## config.mk

```make
export PLATFORM = sky130hd
export DESIGN_NAME = fetch_sequencer
export DESIGN_NICKNAME = d
export VERILOG_FILES = /design/src/rtl/fetch_sequencer_pkg.sv /design/src/rtl/fetch_buf.sv /design/src/rtl/fetch_sequencer.sv
export SDC_FILE = /design/constraint.sdc
export NUM_CORES = 1
export LEC_CHECK = 0
export ABC_AREA = 1
export CAP_MARGIN = 20
export CORE_MARGIN = 2
export CORE_UTILIZATION = 39
export CTS_CLUSTER_DIAMETER = 150
export DETAILED_ROUTE_END_ITERATION = 7
export PLACE_DENSITY = 0.81
export SETUP_SLACK_MARGIN = 0.4
export SYNTH_ARGS = -nofsm -noshare
export SYNTH_HDL_FRONTEND = slang
export SYNTH_HIERARCHICAL = 1
export SYNTH_SLANG_ARGS = --single-unit
```

## constraint.sdc

```tcl
create_clock -name clk -period 1.8 [get_ports clk]
set_clock_uncertainty 0.15 [all_clocks]
set_input_delay 0.36 -clock clk [delete_from_list [all_inputs] [get_ports clk]]
set_output_delay 0.36 -clock clk [all_outputs]
set_load 0.02 [all_outputs]
```

## src/rtl/fetch_sequencer_pkg.sv

```systemverilog
// Shared definitions for the instruction fetch sequencer: FSM state
// encoding and the opcode bit that marks a two-byte instruction.
package fetch_sequencer_pkg;

  typedef enum logic [2:0] {
    ST_IDLE      = 3'd0,
    ST_FETCH_OP  = 3'd1,
    ST_FETCH_IMM = 3'd2,
    ST_HOLD      = 3'd3,
    ST_HALTED    = 3'd4
  } fetch_state_t;

  localparam int OP_IMM_BIT = 7;

  // An opcode with its top bit set carries one immediate byte after it.
  function automatic logic has_imm(input logic [7:0] opcode);
    return opcode[OP_IMM_BIT];
  endfunction

endpackage

```

## src/rtl/fetch_buf.sv

```systemverilog
// Holding register for the instruction being assembled: opcode, operand
// and the address of the opcode byte. Clear wins over hold, hold wins
// over the two load strobes.
module fetch_buf #(
  parameter int WIDTH = 8
) (
  input  logic             clk,
  input  logic             reset,
  input  logic             clear,
  input  logic             hold,
  input  logic             load_op,
  input  logic             load_imm,
  input  logic [7:0]       data,
  input  logic [WIDTH-1:0] pc_adr,
  output logic [7:0]       opcode,
  output logic [7:0]       operand,
  output logic [WIDTH-1:0] adr
);

  // Capture opcode/address on the first byte (operand zeroed so one-byte
  // instructions read 0x00), capture the operand on the second byte.
  always_ff @(posedge clk) begin
    if (reset || clear) begin
      opcode  <= 8'h00;
      operand <= 8'h00;
      adr     <= '0;
    end else if (!hold) begin
      if (load_op) begin
        opcode  <= data;
        operand <= 8'h00;
        adr     <= pc_adr;
      end else if (load_imm) begin
        operand <= data;
      end
    end
  end

endmodule

```

## src/rtl/fetch_sequencer.sv

```systemverilog
// Instruction fetch sequencer: reads one- or two-byte instructions from
// instruction memory at the external program counter, presents them to
// decode with a valid/ready handshake, and handles branches and halt.
module fetch_sequencer
  import fetch_sequencer_pkg::*;
#(
  parameter int WIDTH = 8
) (
  input  logic             clk,
  input  logic             reset,
  input  logic [WIDTH-1:0] pc_crnt_adr,
  output logic             pc_enable,
  output logic             pc_load,
  output logic [WIDTH-1:0] pc_nxt_adr,
  output logic             mem_req,
  output logic [WIDTH-1:0] mem_adr,
  input  logic             mem_ack,
  input  logic [7:0]       mem_rdata,
  output logic             instr_valid,
  input  logic             instr_ready,
  output logic [7:0]       instr_opcode,
  output logic [7:0]       instr_operand,
  output logic [WIDTH-1:0] instr_adr,
  input  logic             br_valid,
  input  logic [WIDTH-1:0] br_target,
  input  logic             halt
);

  fetch_state_t state;
  fetch_state_t state_nxt;

  logic buf_clear;
  logic buf_hold;
  logic buf_load_op;
  logic buf_load_imm;

  // State register; reset always returns to IDLE.
  always_ff @(posedge clk) begin
    if (reset) begin
      state <= ST_IDLE;
    end else begin
      state <= state_nxt;
    end
  end

  // Next state, memory request and buffer controls. A branch overrides
  // any fetch progress; reset overrides everything, branch included.
  always_comb begin
    state_nxt    = state;
    mem_req      = 1'b0;
    instr_valid  = 1'b0;
    buf_clear    = 1'b0;
    buf_hold     = 1'b0;
    buf_load_op  = 1'b0;
    buf_load_imm = 1'b0;

    case (state)
      ST_IDLE: begin
        state_nxt = halt ? ST_HALTED : ST_FETCH_OP;
      end
      ST_FETCH_OP: begin
        mem_req = 1'b1;
        if (mem_ack) begin
          buf_load_op = 1'b1;
          state_nxt   = has_imm(mem_rdata) ? ST_FETCH_IMM : ST_HOLD;
        end
      end
      ST_FETCH_IMM: begin
        mem_req = 1'b1;
        if (mem_ack) begin
          buf_load_imm = 1'b1;
          state_nxt    = ST_HOLD;
        end
      end
      ST_HOLD: begin
        instr_valid = 1'b1;
        buf_hold    = 1'b1;
        if (instr_ready) begin
          state_nxt = halt ? ST_HALTED : ST_FETCH_OP;
        end
      end
      ST_HALTED: begin
        if (!halt) begin
          state_nxt = ST_FETCH_OP;
        end
      end
      default: begin
        state_nxt = ST_IDLE;
      end
    endcase

    if (br_valid) begin
      state_nxt    = ST_FETCH_OP;
      buf_clear    = 1'b1;
      buf_load_op  = 1'b0;
      buf_load_imm = 1'b0;
    end

    if (reset) begin
      state_nxt    = ST_IDLE;
      mem_req      = 1'b0;
      instr_valid  = 1'b0;
      buf_clear    = 1'b1;
      buf_load_op  = 1'b0;
      buf_load_imm = 1'b0;
    end
  end

  // An acknowledged byte advances the PC unless a branch steals the cycle.
  assign pc_enable  = mem_req & mem_ack & ~br_valid;
  assign pc_load    = br_valid & ~reset;
  assign pc_nxt_adr = pc_load ? br_target : '0;
  assign mem_adr    = pc_crnt_adr;

  fetch_buf #(
    .WIDTH (WIDTH)
  ) u_fetch_buf (
    .clk      (clk),
    .reset    (reset),
    .clear    (buf_clear),
    .hold     (buf_hold),
    .load_op  (buf_load_op),
    .load_imm (buf_load_imm),
    .data     (mem_rdata),
    .pc_adr   (pc_crnt_adr),
    .opcode   (instr_opcode),
    .operand  (instr_operand),
    .adr      (instr_adr)
  );

endmodule

```

* Word-level counts from Yosys, hierarchy flattened
Index checks and enable logic that the tools add are counted.
Operators by class: equality and inequality tests 12, multiplexer cells 24, bitwise logic cells 6, reductions and logical operators 9
Operator list (number):
- 8-bit two-way mux | 3
- 1-bit two-way mux | 15
- 3-bit two-way mux | 5
- 3-bit case mux with 5 select lines | 1
- 3-bit != test, second input constant | 4
- 2-bit != test, second input constant | 4
- 4-bit AND reduction | 2
- 3-bit by 2-bit == test with 1-bit output, second input constant | 2
- 2-bit AND reduction | 2
- 2-bit OR reduction | 2
- 1-bit bitwise AND | 3
- 3-bit by 1-bit == test with 1-bit output, second input constant | 1
- 3-bit == test, second input constant | 1
- 3-bit logical NOT | 1
- 1-bit inverter | 3
- 2-bit nonzero test | 1
- 1-bit logical OR | 1
Storage, ports and cells: bits in registers 27, input bits 30, output and inout port bits 44, logic and storage cells 56

* Depth between registers and ports, before layout
Gate-level depths: netlist of run 1.
word-level depth 6, mapped depth 10, mapped depth without buffers 9

* Modules after synthesis
The synthesis of run 1 kept the hierarchy.
Modules (own cells, without submodules):
- fetch_buf | times used 1, cells an instance 109, area an instance 1008.5 µm², seq. area each 480.5 µm²
- fetch_sequencer | times used 1, cells an instance 80, area an instance 431.7 µm², seq. area each 60.1 µm²

* Least setup slack after synthesis of run 1
OpenSTA, ideal clock, no wires.
kind input port to output port, from input br_valid, to output pc_nxt_adr[0], arrival 1.221 ns, data required time 1.290 ns, path slack 0.069 ns, cell stages on the path 4, path buffers 0, path through inv_1 -> nor2_1 -> inv_1 -> nor2_1
Between the ends: cells in the longest elaborated chain, start to end 2
RTL lines:
- from (decl) | RTL line fetch_sequencer.sv:24 | input logic br_valid,
- 1-bit bitwise AND | RTL line fetch_sequencer.sv:111 | assign pc_load = br_valid & ~reset;
- named net pc_load | RTL line fetch_sequencer.sv:13 | output logic pc_load,
- 8-bit two-way mux | RTL line fetch_sequencer.sv:112 | assign pc_nxt_adr = pc_load ? br_target : '0;
- to (decl) | RTL line fetch_sequencer.sv:14 | output logic [WIDTH-1:0] pc_nxt_adr,
The timed path passes the listed nets, and every way through them passes these cells.

* Final worst setup path of run 1
from register state[0], to output mem_req
Between the ends: cells in the longest elaborated chain, start to end 4, elaborated cells between the ends (all ways) 5, those cells by class eq/ne (2); mux (2); reduce/logical (1)
RTL lines:
- from (decl) | RTL line fetch_sequencer.sv:29 | fetch_state_t state;
- from (signal assigned) | RTL line fetch_sequencer.sv:42 | state <= state_nxt;
- 3-bit by 2-bit == test with 1-bit output / 3-bit by 1-bit == test with 1-bit output (equally long branches) | RTL line fetch_sequencer.sv:57 | case (state)
- 2-bit OR reduction (no source line) *
- 1-bit two-way mux * | RTL line fetch_sequencer.sv:57
- 1-bit two-way mux * | RTL line fetch_sequencer.sv:99 | if (reset) begin
- to (decl) | RTL line fetch_sequencer.sv:15 | output logic mem_req,
Mark *: on every way between the ends. The rest lies on a longest branch, timed or not.

==> results.toml, run 1 <==
[run_status]
status = "finished, final reports clean"

[critical_path]
r2r_start = "state[0]$_SDFFE_PP0P_"
cp_cell_sequence = "nor2_4 > nand2_4 > a21oi_2 > buf_6"
critPathSlowestCell = "dfxtp_4"
worst_path_dominant_cell_family = "flip-flops"
worstSetupStartpointType = "flop"
slowest_delay_ps = 380
worstPathArrival_ps = 1150
endpoint_kind = "output pin"
required_ps = 1290
worstSetupPathType = "flop to output pin"
crit_fanout = 4
cp-startpoint = "state[0]$_SDFFE_PP0P_"
cp.buffers_inverters = 1

[sta]
worstMarginPinSlew_ps = 220
min_period_ps = 1660
fmax_ghz = 0.604
finalSetupViolations = 0
slew_viol_final = 0
slew_headroom = 0.852
hold_viol_final = 0
finalCritPeriodShare = 0.920
rsz0062_at_grt = "yes"
finalSetupTns_ps = 0

[finish]
drive_above_1_share = 0.575
synthToLayoutAreaGrowth_pct = 81.2
nNetsFinal = 318
regArea_um2 = 549
fillCellCount = 289
multiInputGateArea_um2 = 847
diodes = 0
stdcell_count = 335

[power]
pwr-share-clk = 0.269
seqPwrFrac = 0.459
power_mw = 1.33
swShare = 0.292
p_int_mw = 0.943
powerDensity_mw_per_mm2 = 510
combPwrFrac = 0.271
p_leak_nw = 1.11
vdd.ir_drop.worst_uv = 278
p_sw_mw = 0.388

[drt]
route.detailed.drc = 0
drt_wl_total_mm = 4.39
first_pass_iters = 4
route.vias.total = 1612
vias_per_cell = 4.81
wl_per_cell_um = 13.1
drt_iter0_markers = 87
ant_nets = 0

[clock_network]
cts_inserted_buffers = 3
clock_latency_ps = 270
cts_tree = "built"
cts_sinks = 27
holdBufCountCts = 0
clk_pin_slew_ps = 90
h-tree-depth = 1
cts_root_buffer = "clkbuf_8"
clock_path_buffers = 2

[floorplan]
die_y_um = 64.8
fp.dieW_um = 64.8
rows = 22
initial_utilization = 0.399
coreArea_mm2 = 0.00361
pin_count = 74
die-area_mm2 = 0.00419

[yosys]
synthArstFlopShare = 0
yosysTopAreaCell = "dfxtp_1"
ys_top_cells_by_area = "dfxtp_1 38%, a21oi_2 12%, nand2_1 12%"
synth_top_area_share = 0.375
ys.flop_type = "dfxtp_1"
synth_common_cells = "45 x nand2_1, 27 x dfxtp_1, 22 x nor2_1, 20 x a21oi_2, 15 x inv_1"
synth_edf_count = 0
ys.warnings.count = 6
synth_cells = 189
synth_most_common_cell = "nand2_1"
ys_types = 22
ys_seq_elements = 27
ys_seq_area_frac = 0.375
syn_nets = 219
syn_avg_cell_area_um2 = 7.62
netlist_area_mm2 = 0.00144

[place]
place_inst = 317
dp_hpwl_mm = 2.79
numPortBuffers = 73
gp_congestion = 0.803

[global_routing]
antenna_found_initial = 0
grtUsageMet3 = 0.0521
grt_max_degree = 25
grt.overflow.total = 0
grt_pass1_vias = 1609
grt_pass1_wl_mm = 6.93
grtUsageTotal = 0.210
use_met2 = 0.394
use_met1 = 0.218
top_usage_layer = "met2"

[run]
drv_cap = 0

[hold_path]
worst_hold_path_type = "primary input to flop"
hp-start = "reset"
## metal layers
layer  up-vias  part of all wire
met4         0             0.017
met3         6             0.081
met5         -                 0
li1        796                 -
met2        81              0.51
met1       729              0.39
## area by class of cell
cell class	instances	share of cell area
tap	48	0.0230
multi-input combinational	126	0.325
timing repair buffer	109	0.378
sequential	27	0.210
timing repair inverter	1	0.00623
clock inverter	1	0.00288
clock buffer	3	0.0158
inverter	20	0.0393
## metrics by stage
step                       util  instance area [um^2]  worst slack [ps]  hold slack [ps]
after CTS                 0.722                  2610               176              204
final                     0.724                  2610               144              232
after global placement    0.655                  2360              -514              300
after floorplan               -                  1520               304              282
after detailed placement  0.655                  2360              -553              315
after global routing      0.724                  2610              93.5              244
## kinds of logic after synthesis
group	share of synthesized area
flops	0.375
compound gates	0.153
buf+inv	0.164
simple gates	0.308
## tightest hold or removal path: cells and delay by family
| family | cells | cell delay, ps |
|---|---|---|
| AND/OR/NAND/NOR | 1 | 50 |
| buffers and inverters | 2 | 230 |
## registers in the layout, summed over array words and instances, names as in the netlist
signal	count
u_fetch_buf/opcode	8
u_fetch_buf/adr	8
state	3
u_fetch_buf/operand	8
## what timing repair did
action | 4_1_cts | 5_1_grt
endpoints found under the setup margin | 69 | 52
setup buffers | 10 | 2
pin swaps | 26 | 13
gates resized for setup | 268 | 34
cloned | 2 | 0
## cell usage in the layout (no fill, tap or decap), drive strengths merged
cell / count
dfxtp: 27
dlygate4sd2: 16
a21oi: 29
nor2: 24
nand3: 12
nand4: 9
or2: 1
nor3: 1
clkdlybuf4s15: 1
dlymetal6s2s: 1
clkdlybuf4s50: 10
clkbuf: 3
inv: 21
buf: 81
nand2: 50
clkinvlp: 1
## path summary, 6_finish.rpt
kind,end,slack (ps),cells past startpoint
min,state[0]$_SDFFE_PP0P_,230,3
min reg2reg,u_fetch_buf/opcode[3]$_SDFFE_PP0P_,320,2
max reg2reg,state[0]$_SDFFE_PP0P_,200,10
max,mem_req,140,4
## power groups by stage
| stage | clock network, mW | logic [mW] | registers (mW) |
|---|---|---|---|
| 2_1_floorplan | 0 | 0.154 | 0.622 |
| 3_3_place_gp | 0 | 0.293 | 0.622 |
| 3_5_place_dp | 0 | 0.295 | 0.622 |
| 4_1_cts | 0.365 | 0.331 | 0.609 |
| 5_1_grt | 0.390 | 0.384 | 0.613 |
| 6_report | 0.358 | 0.361 | 0.612 |
Note: power is estimated with default switching activity, not from simulation.
==> run 2: changes to the inputs <==
--- a/config.mk
+++ b/config.mk
@@ -11,6 +11,7 @@
 export CORE_UTILIZATION = 39
 export CTS_CLUSTER_DIAMETER = 150
 export DETAILED_ROUTE_END_ITERATION = 7
+export GPL_TIMING_DRIVEN = 0
 export PLACE_DENSITY = 0.81
 export SETUP_SLACK_MARGIN = 0.4
 export SYNTH_ARGS = -nofsm -noshare
==> run 2 against run 1 <==
Die area did not move. Setup slack got worse by 69 ps. Worst hold slack got worse by 100 ps. Power fell by 1.5%. Final area fell by 0.91%. Cell count fell by 1.5%. Count of clock-buffer cells in the layout did not move. Core utilization fell by 0.66 points. Via count rose by 2.6%. Largest cell class is now multi-input combinational cells. Critical path type unchanged. First-iteration DRC count rose by 6.9%. Clock power fell by 1%. Highest routed layer unchanged.
==> results.toml, run 2 (synthesized netlist as in run 1, its figures left out) <==
[run_status]
status = "finished, final reports clean"

[critical_path]
endpoint_kind = "output pin"
r2r_end = "u_fetch_buf/operand[0]$_SDFFE_PP0P_"
worstSetupStartpointType = "flop"
reg2reg_setup_slack_ps = 100
r2r_start = "state[0]$_SDFFE_PP0P_"
worstSetupPathType = "flop to output pin"
worstRegToRegCells = 10
required_ps = 1290
worstPathArrival_ps = 1220
crit_fanout = 5

[drt]
route.vias.total = 1654
ant_nets = 0
route.detailed.drc = 0
drt_wl_total_mm = 4.47
wl_per_cell_um = 13.6
first_pass_iters = 4
vias_per_cell = 5.01
drt_iter0_markers = 93

[clock_network]
cts_root_buffer = "clkbuf_8"
cts_tree = "built"
holdBufCountCts = 0
cts_sinks = 27
clock_path_buffers = 2
cts_inserted_buffers = 3
clk_pin_slew_ps = 90
clock_latency_ps = 270
h-tree-depth = 1

[floorplan]
initial_utilization = 0.399
die_y_um = 64.8
coreArea_mm2 = 0.00361
die-area_mm2 = 0.00419
pin_count = 74
fp.dieW_um = 64.8
rows = 22

[hold_path]
holdPathEnd = "state[0]$_SDFFE_PP0P_"
worst_hold_path_type = "primary input to flop"
hp-start = "reset"
hold_depth = 2

[global_routing]
grtUsageTotal = 0.195
grt_max_degree = 17
grt.overflow.total = 0
grt_pass1_wl_mm = 6.46
antenna_found_initial = 0
grt_pass1_vias = 1453

[power]
power_mw = 1.31
p_leak_nw = 1.08
powerDensity_mw_per_mm2 = 507
vdd.ir_drop.worst_uv = 319

[sta]
worst_slack_ps = 74.7
fmax_ghz = 0.580
slew_viol_final = 0
slew_headroom = 0.819
finalCritPeriodShare = 0.959
hold_viol_final = 0
finalSetupViolations = 0
rsz0062_at_grt = "yes"
min_period_ps = 1730
worstMarginPinSlew_ps = 272

[finish]
final_cell_mix = "40 x nand2_1, 25 x buf_6, 25 x buf_2, 24 x buf_4, 23 x dfxtp_1"
final_util = 0.717
nNetsFinal = 313
drive_above_1_share = 0.578
fillCellCount = 294
diodes = 0
largestRegisters = "u_fetch_buf/adr (8), u_fetch_buf/opcode (8), u_fetch_buf/operand (8)"
stdcell_count = 330
synthToLayoutAreaGrowth_pct = 79.6
layout_commonest_cell = "nand2_1"
stdcell_area_mm2 = 0.00259

[place]
preCtsSetupSlack_ps = -677
place_inst = 310
numPortBuffers = 73
placed_cell_area_mm2 = 0.00231
dp_hpwl_mm = 2.68
gp_congestion = 0.803

[run]
drv_cap = 0
-- run 2: through the flow --
stage / setup TNS [ps] / hold slack (ps)
after global routing: 0 / 128
after CTS: 0 / 114
final: 0 / 131
after global placement: -14670 / 298
after detailed placement: -14980 / 302
after floorplan: 0 / 282
-- run 2: worst max-delay path, stage by stage (launching register included) --
cell     delay [ps]
dfxtp_2         330
buf_6           130
nor2_4          100
nand2_4          90
a21oi_4         160
buf_6           130
-- run 2: layer usage --
metal / share of wire / track usage / vias to the layer above
met5: 0 / 0 / -
met4: 0.018 / 0.0638 / 0
met3: 0.094 / 0.0434 / 11
met2: 0.48 / 0.352 / 92
met1: 0.40 / 0.226 / 766
li1: - / - / 785
-- run 2: how the worst max path moves through the flow --
stage / start / to / slack [ps] / depth (start not counted)
floorplan: state[0]$_SDFFE_PP0P_ / mem_req / 300 / 4
global placement: reset / pc_enable / -650 / 5
detailed placement: reset / pc_enable / -680 / 5
CTS: state[0]$_SDFFE_PP0P_ / pc_enable / 120 / 5
global route: state[0]$_SDFFE_PP0P_ / mem_req / 40 / 5
finish: state[0]$_SDFFE_PP0P_ / mem_req / 70 / 5
-- run 2: report_power, final --
| group | leakage (nW) | total [mW] | internal (mW) | switching [mW] |
|---|---|---|---|---|
| clock | 0.0217 | 0.354 | 0.157 | 0.196 |
| combinational | 0.836 | 0.350 | 0.170 | 0.180 |
| sequential | 0.220 | 0.608 | 0.601 | 0.00646 |
-- run 2: final cells by class --
type                    count  area [um^2]  share of cell area
clock buffers               3         41.3              0.0160
inverters                  20         98.8              0.0382
well taps                  48         60.1              0.0232
clock inverters             1         7.51             0.00290
plain buffers              16          163              0.0629
multi-input cells         126          916               0.354
repair buffers             89          749               0.290
flip-flops and latches     27          551               0.213
-- run 2: what timing repair did --
item                       4_1_cts  5_1_grt
gates resized for setup        269       35
setup endpoints to repair       70       50
buffers inserted                 6        8
hold endpoints to repair         0        0
gates cloned                     1        1
pin swaps                       13       20
